## src/rtl/ibex_pkg.sv

```systemverilog
// rtl/ibex_pkg.sv - shared types and constants for the register-file dumper
package ibex_pkg;

  // Register-file address width; RV32E only uses the lower half of the space.
  localparam int unsigned RF_ADDR_W = 5;

  // Address carried by the trailing checksum beat (outside the RV32E range,
  // and x31 never gets a second beat, so it is unambiguous in practice).
  localparam logic [RF_ADDR_W-1:0] RF_DUMP_CSUM_ADDR = 5'h1F;

  // Dumper sequencing states.
  typedef enum logic [1:0] {
    DUMP_IDLE  = 2'd0,
    DUMP_READ  = 2'd1,
    DUMP_DRAIN = 2'd2
  } rf_dump_state_e;

endpackage

```

## src/rtl/ibex_rf_dump_obuf.sv

```systemverilog
// rtl/ibex_rf_dump_obuf.sv - single-entry valid/ready holding register for dump beats
module ibex_rf_dump_obuf
  import ibex_pkg::*;
#(
  parameter int unsigned DataWidth = 32
) (
  input  logic                 clk_i,
  input  logic                 rst_ni,
  input  logic                 in_valid_i,
  output logic                 in_ready_o,
  input  logic [RF_ADDR_W-1:0] in_addr_i,
  input  logic [DataWidth-1:0] in_data_i,
  input  logic                 in_last_i,
  output logic                 out_valid_o,
  input  logic                 out_ready_i,
  output logic [RF_ADDR_W-1:0] out_addr_o,
  output logic [DataWidth-1:0] out_data_o,
  output logic                 out_last_o
);

  logic                 valid_q;
  logic [RF_ADDR_W-1:0] addr_q;
  logic [DataWidth-1:0] data_q;
  logic                 last_q;

  // A new beat may enter when empty or when the held beat leaves this cycle,
  // which keeps one beat per cycle flowing under continuous ready.
  assign in_ready_o = ~valid_q | out_ready_i;

  // Load on accept, otherwise empty on handshake; payload is frozen while held.
  always_ff @(posedge clk_i or negedge rst_ni) begin
    if (!rst_ni) begin
      valid_q <= 1'b0;
      addr_q  <= '0;
      data_q  <= '0;
      last_q  <= 1'b0;
    end else if (in_valid_i && in_ready_o) begin
      valid_q <= 1'b1;
      addr_q  <= in_addr_i;
      data_q  <= in_data_i;
      last_q  <= in_last_i;
    end else if (out_ready_i) begin
      valid_q <= 1'b0;
    end
  end

  assign out_valid_o = valid_q;
  assign out_addr_o  = addr_q;
  assign out_data_o  = data_q;
  assign out_last_o  = last_q;

endmodule

```

## src/rtl/ibex_rf_dumper.sv

```systemverilog
// rtl/ibex_rf_dumper.sv - register-file dumper top; IBEX_RF_DUMP_CHECKSUM_EN appends an XOR checksum beat
module ibex_rf_dumper
  import ibex_pkg::*;
#(
  parameter bit          RV32E     = 1'b0,
  parameter int unsigned DataWidth = 32
) (
  input  logic                 clk_i,
  input  logic                 rst_ni,
  input  logic                 start_i,
  output logic                 busy_o,
  output logic                 done_o,
  output logic                 rf_req_o,
  input  logic                 rf_gnt_i,
  output logic [4:0]           raddr_o,
  input  logic [DataWidth-1:0] rdata_i,
  output logic                 dump_valid_o,
  input  logic                 dump_ready_i,
  output logic [4:0]           dump_addr_o,
  output logic [DataWidth-1:0] dump_data_o,
  output logic                 dump_last_o
);

  localparam int unsigned          NumWords = 2 ** (RV32E ? 4 : 5);
  localparam logic [RF_ADDR_W-1:0] LastAddr = 5'(NumWords - 1);

  rf_dump_state_e       state_q, state_d;
  logic [RF_ADDR_W-1:0] addr_q, addr_d;
  logic                 done_q, done_d;

  logic                 ld_valid, ld_ready, ld_last;
  logic [RF_ADDR_W-1:0] ld_addr;
  logic [DataWidth-1:0] ld_data;
  logic                 buf_valid, buf_last;
  logic [RF_ADDR_W-1:0] buf_addr;
  logic [DataWidth-1:0] buf_data;
  logic                 last_hs;

`ifdef IBEX_RF_DUMP_CHECKSUM_EN
  logic [DataWidth-1:0] csum_q, csum_d;
  logic                 csum_pend_q, csum_pend_d;
`endif

  // The dump ends when the beat flagged last is taken by the consumer.
  assign last_hs = buf_valid & dump_ready_i & buf_last;

  // Sequencing: start, capture granted reads, then drain the final beat(s).
  always_comb begin
    state_d  = state_q;
    addr_d   = addr_q;
    done_d   = 1'b0;
    ld_valid = 1'b0;
    ld_addr  = addr_q;
    ld_data  = rdata_i;
    ld_last  = 1'b0;
`ifdef IBEX_RF_DUMP_CHECKSUM_EN
    csum_d      = csum_q;
    csum_pend_d = csum_pend_q;
`endif
    case (state_q)
      DUMP_IDLE: begin
        addr_d = '0;
        if (start_i) begin
          state_d = DUMP_READ;
`ifdef IBEX_RF_DUMP_CHECKSUM_EN
          csum_d      = '0;
          csum_pend_d = 1'b0;
`endif
        end
      end
      DUMP_READ: begin
        // A stolen read port or a full, stalled buffer simply holds the counter.
        if (rf_gnt_i && ld_ready) begin
          ld_valid = 1'b1;
`ifdef IBEX_RF_DUMP_CHECKSUM_EN
          csum_d = csum_q ^ rdata_i;
`endif
          if (addr_q == LastAddr) begin
            state_d = DUMP_DRAIN;
`ifdef IBEX_RF_DUMP_CHECKSUM_EN
            csum_pend_d = 1'b1;
`else
            ld_last = 1'b1;
`endif
          end else begin
            addr_d = addr_q + 5'd1;
          end
        end
      end
      DUMP_DRAIN: begin
        if (last_hs) begin
          state_d = DUMP_IDLE;
          addr_d  = '0;
          done_d  = 1'b1;
        end
`ifdef IBEX_RF_DUMP_CHECKSUM_EN
        else if (csum_pend_q && ld_ready) begin
          ld_valid    = 1'b1;
          ld_addr     = RF_DUMP_CSUM_ADDR;
          ld_data     = csum_q;
          ld_last     = 1'b1;
          csum_pend_d = 1'b0;
        end
`endif
      end
      default: state_d = DUMP_IDLE;
    endcase
  end

  // Sequencer state, read address counter and completion pulse.
  always_ff @(posedge clk_i or negedge rst_ni) begin
    if (!rst_ni) begin
      state_q <= DUMP_IDLE;
      addr_q  <= '0;
      done_q  <= 1'b0;
    end else begin
      state_q <= state_d;
      addr_q  <= addr_d;
      done_q  <= done_d;
    end
  end

`ifdef IBEX_RF_DUMP_CHECKSUM_EN
  // Running XOR of every captured register and the pending-checksum flag.
  always_ff @(posedge clk_i or negedge rst_ni) begin
    if (!rst_ni) begin
      csum_q      <= '0;
      csum_pend_q <= 1'b0;
    end else begin
      csum_q      <= csum_d;
      csum_pend_q <= csum_pend_d;
    end
  end
`endif

  ibex_rf_dump_obuf #(
    .DataWidth(DataWidth)
  ) u_obuf (
    .clk_i      (clk_i),
    .rst_ni     (rst_ni),
    .in_valid_i (ld_valid),
    .in_ready_o (ld_ready),
    .in_addr_i  (ld_addr),
    .in_data_i  (ld_data),
    .in_last_i  (ld_last),
    .out_valid_o(buf_valid),
    .out_ready_i(dump_ready_i),
    .out_addr_o (buf_addr),
    .out_data_o (buf_data),
    .out_last_o (buf_last)
  );

  assign busy_o       = (state_q != DUMP_IDLE);
  assign done_o       = done_q;
  assign rf_req_o     = (state_q == DUMP_READ);
  assign raddr_o      = rf_req_o ? addr_q : '0;
  assign dump_valid_o = buf_valid;
  assign dump_addr_o  = buf_addr;
  assign dump_data_o  = buf_data;
  assign dump_last_o  = buf_last;

endmodule
```

## config.mk

```make
export PLATFORM = sky130hd
export DESIGN_NAME = ibex_rf_dumper
export DESIGN_NICKNAME = d
export VERILOG_FILES = /design/src/rtl/ibex_pkg.sv /design/src/rtl/ibex_rf_dump_obuf.sv /design/src/rtl/ibex_rf_dumper.sv
export SDC_FILE = /design/constraint.sdc
export NUM_CORES = 1
export LEC_CHECK = 0
export ABC_AREA = 1
export BUFFER_PORTS_ARGS = -buffer_cell sky130_fd_sc_hd__buf_2
export CAP_MARGIN = 20
export CORE_MARGIN = 2
export CORE_UTILIZATION = 31
export CTS_BUF_LIST = sky130_fd_sc_hd__clkbuf_2 sky130_fd_sc_hd__clkbuf_4 sky130_fd_sc_hd__clkbuf_8
export DETAILED_ROUTE_END_ITERATION = 12
export PLACE_DENSITY = 0.51
export SLEW_MARGIN = 0
export SYNTH_ARGS = -nofsm -noshare
export SYNTH_HDL_FRONTEND = slang
export SYNTH_HIERARCHICAL = 1
export SYNTH_SLANG_ARGS = --single-unit
```

## constraint.sdc

```tcl
create_clock -name clk_i -period 2.3 [get_ports clk_i]
set_clock_uncertainty 0.2 [all_clocks]
set_input_delay 0.345 -clock clk_i [delete_from_list [all_inputs] [get_ports clk_i]]
set_output_delay 0.345 -clock clk_i [all_outputs]
set_load 0.01 [all_outputs]
```

## Word level (Yosys, flattened, before mapping)

Cells that the tools add are included.
Widths: inputs -> output; s select.

- Bits in registers: 47
- Output and inout bits: 47
- Logic and storage cells: 47

- $add $sub $neg: 1
- Eq/ne operators: 8
- Muxes and demuxes: 19
- Bitwise operators: 4
- Reduce and logical (&&, ||, !) cells: 8

Operators by type and width:

| kind | count |
|---|---|
| $mux 5 | 4 |
| $pmux 5 s3 | 1 |
| $mux 1 | 9 |
| $mux 2 | 4 |
| $reduce_and 4->1 | 2 |
| $ne 2x2->1 const B | 3 |
| $pmux 2 s3 | 1 |
| $add 5x1->5 const B | 1 |
| $eq 5x5->1 const B | 1 |
| $ne 2x1->1 const B | 2 |
| $reduce_bool 2->1 | 2 |
| $reduce_bool 3->1 | 1 |
| $and 1x1->1 | 2 |
| $eq 2x1->1 const B | 1 |
| $eq 2x2->1 const B | 1 |
| $logic_and 1x1->1 | 2 |
| $logic_not 2->1 | 1 |
| $not 1->1 | 1 |
| $or 1x1->1 | 1 |

## Longest topological paths before layout

- Depth after elaboration: 7
- Mapped depth: 10

## By module

The synthesis kept the hierarchy.

By module, submodules not included:

| module | times used | cells an instance | area each (µm²) | sequential area each (µm²) |
|---|---|---|---|---|
| ibex_rf_dump_obuf | 1 | 169 | 1,551.5 | 975.9 |
| ibex_rf_dumper | 1 | 80 | 541.8 | 200.2 |

## Least setup slack after synthesis

Ideal clock, no wire load.

- Path kind: register to register
- From: register u_obuf.valid_q, in the netlist u_obuf/out_valid_o
- To: register u_obuf.data_q[22], in the netlist u_obuf/out_data_o[22]
- Data arrival time: 1.406 ns
- Required time: 1.983 ns
- Path slack: 0.578 ns
- Cell stages (with the launch flop): 10
- Path buffers: 3
- Cells stage by stage: dfrtp_1 -> nand2_2 -> buf_2 -> nand2_1 -> nor2_4 -> nand2_2 -> buf_6 -> buf_6 -> nand2_1 -> nand2_1

- Longest elaborated chain between the ends: 6

RTL lines:

| item | line | RTL |
|---|---|---|
| start: declaration | ibex_rf_dump_obuf.sv:21 | `logic valid_q;` |
| start signal: assignment | ibex_rf_dump_obuf.sv:33 | `valid_q <= 1'b0;` |
| start signal: assignment | ibex_rf_dump_obuf.sv:38 | `valid_q <= 1'b1;` |
| start signal: assignment | ibex_rf_dump_obuf.sv:43 | `valid_q <= 1'b0;` |
| $not 1->1 | ibex_rf_dump_obuf.sv:28 | `assign in_ready_o = ~valid_q \| out_ready_i;` |
| $or 1x1->1 | ibex_rf_dump_obuf.sv:28 |  |
| named net ld_ready | ibex_rf_dumper.sv:31 | `logic ld_valid, ld_ready, ld_last;` |
| $logic_and 1x1->1 | ibex_rf_dumper.sv:73 | `if (rf_gnt_i && ld_ready) begin` |
| $mux 1 | ibex_rf_dumper.sv:73 |  |
| $mux 1 | ibex_rf_dumper.sv:60 | `case (state_q)` |
| named net ld_valid | ibex_rf_dumper.sv:31 |  |
| $logic_and 1x1->1 | ibex_rf_dump_obuf.sv:37 | `end else if (in_valid_i && in_ready_o) begin` |
| end signal: assignment | ibex_rf_dump_obuf.sv:40 | `data_q <= in_data_i;` |
| end: declaration | ibex_rf_dump_obuf.sv:23 | `logic [DataWidth-1:0] data_q;` |

The timed path passes the listed nets, and every way through them passes these cells.
A chain may end at the register's enable or synchronous reset.

## Worst setup path after layout

- From: register addr_q[0]
- To: register addr_q[3]

- Longest elaborated chain between the ends: 4
- Elaborated cells on any way between the ends: 7

RTL lines:

| item | line | RTL |
|---|---|---|
| start: declaration | ibex_rf_dumper.sv:28 | `logic [RF_ADDR_W-1:0] addr_q, addr_d;` |
| start signal: assignment | ibex_rf_dumper.sv:118 | `addr_q <= addr_d;` |
| $add 5x1->5 | ibex_rf_dumper.sv:86 | `addr_d = addr_q + 5'd1;` |
| $mux 5 | ibex_rf_dumper.sv:78 | `if (addr_q == LastAddr) begin` |
| $mux 5 | ibex_rf_dumper.sv:73 |  |
| $pmux 5 s3 | ibex_rf_dumper.sv:60 |  |

Several ways; a longest one is shown, not always the timed one. The select of a mux whose other input is x is not followed.

==> out/results.ini <==
[cells_and_area]
num-fill-cells=669
drive_gt1_share_pct=32.63
diodes=0
area_growth_pct=27.73
fin_nets=372
multi_input_comb_area_um2=774.5
ff_latch_area_mm2=0.001176
final_cell_mix=nand2_1, buf_2, dfrtp_1
instances_no_fill=411
final_common_cell=nand2_1

[placement]
place_inst=402
dp_hpwl_um=3469
pre_cts_slack_ns=0.3887
numPortBuffers=83
gp_congestion=0.7310

[worst_setup_path]
crit_fanout=6
cp.required_ns=2.33
cp_top_family=simple AND/OR/NAND/NOR gates
setup.worst_path.start=addr_q[0]$_DFFE_PN0P_
worstSetupEndpoint=addr_q[3]$_DFFE_PN0P_
rrSetupSlack_ns=0.39
reg2reg_depth=9
path_common_cell=nand2_1
rr_startpoint=addr_q[0]$_DFFE_PN0P_
slowest_stage=dfrtp_1
startpoint_type=register
worst-path-stages=9
endpoint_kind=register
r2r-end=addr_q[3]$_DFFE_PN0P_
crit_type=reg -> reg
worst_path_largest_cell_delay_ns=0.44
path_buf_inv=1
cp.arrival_ns=1.94
path_cells=ha_1 -> nand2_1 -> nor2_1 -> ha_1 -> o21ai_1 -> inv_1 -> nor2_2 -> nand2_1 -> nand2_1

[detailed_routing]
dr.pass1.iters=4
vias=1823
drc=0
wl_um=4990
wire_per_inst_um=12.14
viasPerCell=4.436
drt_iter0_markers=54
detail-route-antenna-nets=0

[clocking]
cts_hold_buf=1
cts_htree_levels=2
clock_latency_ns=0.29
cts_resized=0
cts.sinks=47
cts_tree=done
cts_buffers=5
path_clk_slew_ns=0.08
clockBufferDepth=2
cts_root_buf=clkbuf_8
post_cts_buffers=0

[floorplanning]
ios=84
core_area_mm2=0.006422
die_w_um=86.18
rows=29
fp.dieH_um=86.18
start_util_pct=32.59
fp.dieArea_mm2=0.007426

[timing]
timing.final.crit_share_pct=83.25
fin_crit_ns=1.915
fmax_mhz=522.3
fin_ws_ns=0.3853
holdWs_ns=0.07496
drv_slew=0
maxSlewHeadroom_pct=59.32
setup_viol=0
finalHoldViolCount=0
rsz0062_at_grt=no
setup-tns-final_ns=0
worst_pin_slew_ns=0.6102

[run_status]
status=completed

[power_and_ir_drop]
p_int_w=0.001915
p_comb_share_pct=41.6
p_seq_share_pct=42.7
vdd_ir_drop_max_mv=0.3452
swShare_pct=39.54
leakage_nw=1.588
clkPwrFrac_pct=15.7
p_total_w=0.003168
p_sw_w=0.001252
powerDensity_mw_per_mm2=1185

[synthesis]
synth_seq_area_share_pct=56.19
syn_area_mm2=0.002093
syn-mean-instance-area_um2=8.407
synth_nets=288
synth_seq_cells=47
yosysUniqueCellTypes=19
ys_warn_count=6
syn_inst=249

[job]
drv_cap=0

[grt]
grt_max_degree=48
grt_antenna_before_repair=0
grt_pass1_vias=1645
grt.overflow.total=0
grt_usage_pct=13.58
grt_pass1_wl_um=7941

[hold_path]
hp-class=in -> reg

cell type report:
cell class | instances | area share, %
Clock buffer | 7 | 3.135
Inverter | 16 | 2.340
Tap cell | 77 | 3.603
Timing Repair Buffer | 89 | 17.78
Multi-Input combinational cell | 174 | 28.97
Clock inverter | 1 | 0.1872
Sequential cell | 47 | 43.99
worst reg2reg max path, delay by kind of cell, from the launching register on:
family | cells | cell delay, ns
AOI/OAI and AO/OA | 1 | 0.22
adders and majority gates | 2 | 0.45
buffers and inverters | 1 | 0.07
DFF | 1 | 0.44
and+or+nand+nor | 5 | 0.50
how the worst min path moves through the flow:
stage / start / end / slack, ns / cells after the start
2_1_floorplan: rst_ni / addr_q[0]$_DFFE_PN0P_ / -0.15 / 0
3_3_place_gp: u_obuf/out_data_o[7]$_DFFE_PN0P_ / u_obuf/out_data_o[7]$_DFFE_PN0P_ / 0.25 / 2
3_5_place_dp: u_obuf/out_data_o[19]$_DFFE_PN0P_ / u_obuf/out_data_o[19]$_DFFE_PN0P_ / 0.25 / 2
4_1_cts: rdata_i[9] / u_obuf/out_data_o[9]$_DFFE_PN0P_ / 0.06 / 3
5_1_grt: rdata_i[9] / u_obuf/out_data_o[9]$_DFFE_PN0P_ / 0.06 / 3
6_report: rdata_i[9] / u_obuf/out_data_o[9]$_DFFE_PN0P_ / 0.07 / 3
metal layers:
layer  wire length, um  part of all wire (%)  GRT usage [%]
met5                 0                     0              0
met4                22                  0.44          3.835
met3               380                   7.6          4.286
met2              2332                    47          21.28
met1              2254                    45          18.19
logic make-up after synthesis:
kind of cell               synth area share [%]
buffers and inverters                     6.814
AOI/OAI and AO/OA                        0.5976
DFF                                       56.19
adders and majority gates                 1.195
and+or+nand+nor                           35.21
power by group through the flow:
stage | logic, W | registers (W) | clock network, W
global placement | 0.00134 | 0.00137 | 0
detailed placement | 0.00134 | 0.00138 | 0
global route | 0.00149 | 0.00140 | 0.000567
floorplan | 0.000678 | 0.00151 | 0
finish | 0.00132 | 0.00135 | 0.000498
CTS | 0.00134 | 0.00136 | 0.000536
sequential cells by signal, indices dropped and copies added, names as in the netlist:
name                flops
addr_q                  5
done_o                  1
state_q                 2
u_obuf/out_addr_o       5
u_obuf/out_data_o      32
u_obuf/out_last_o       1
u_obuf/out_valid_o      1
cell usage after synthesis (all sizes together):
master	instances	area share (%)
nand2	108	20
dfrtp	47	56
nand3	42	10
nor2	19	4.2
inv	16	3.0
buf	12	3.8
ha	2	1.2
nor3	1	0.24
o21ai	1	0.24
o21bai	1	0.36
per-stage QoR:
step,cell area [um^2],util [%]
after CTS,2674,41.63
final,2674,41.63
after global routing,2674,41.63
after global placement,2575,40.09
after floorplan,2093,-
after detailed placement,2575,40.09
Note: power is estimated with default switching activity, not from simulation.
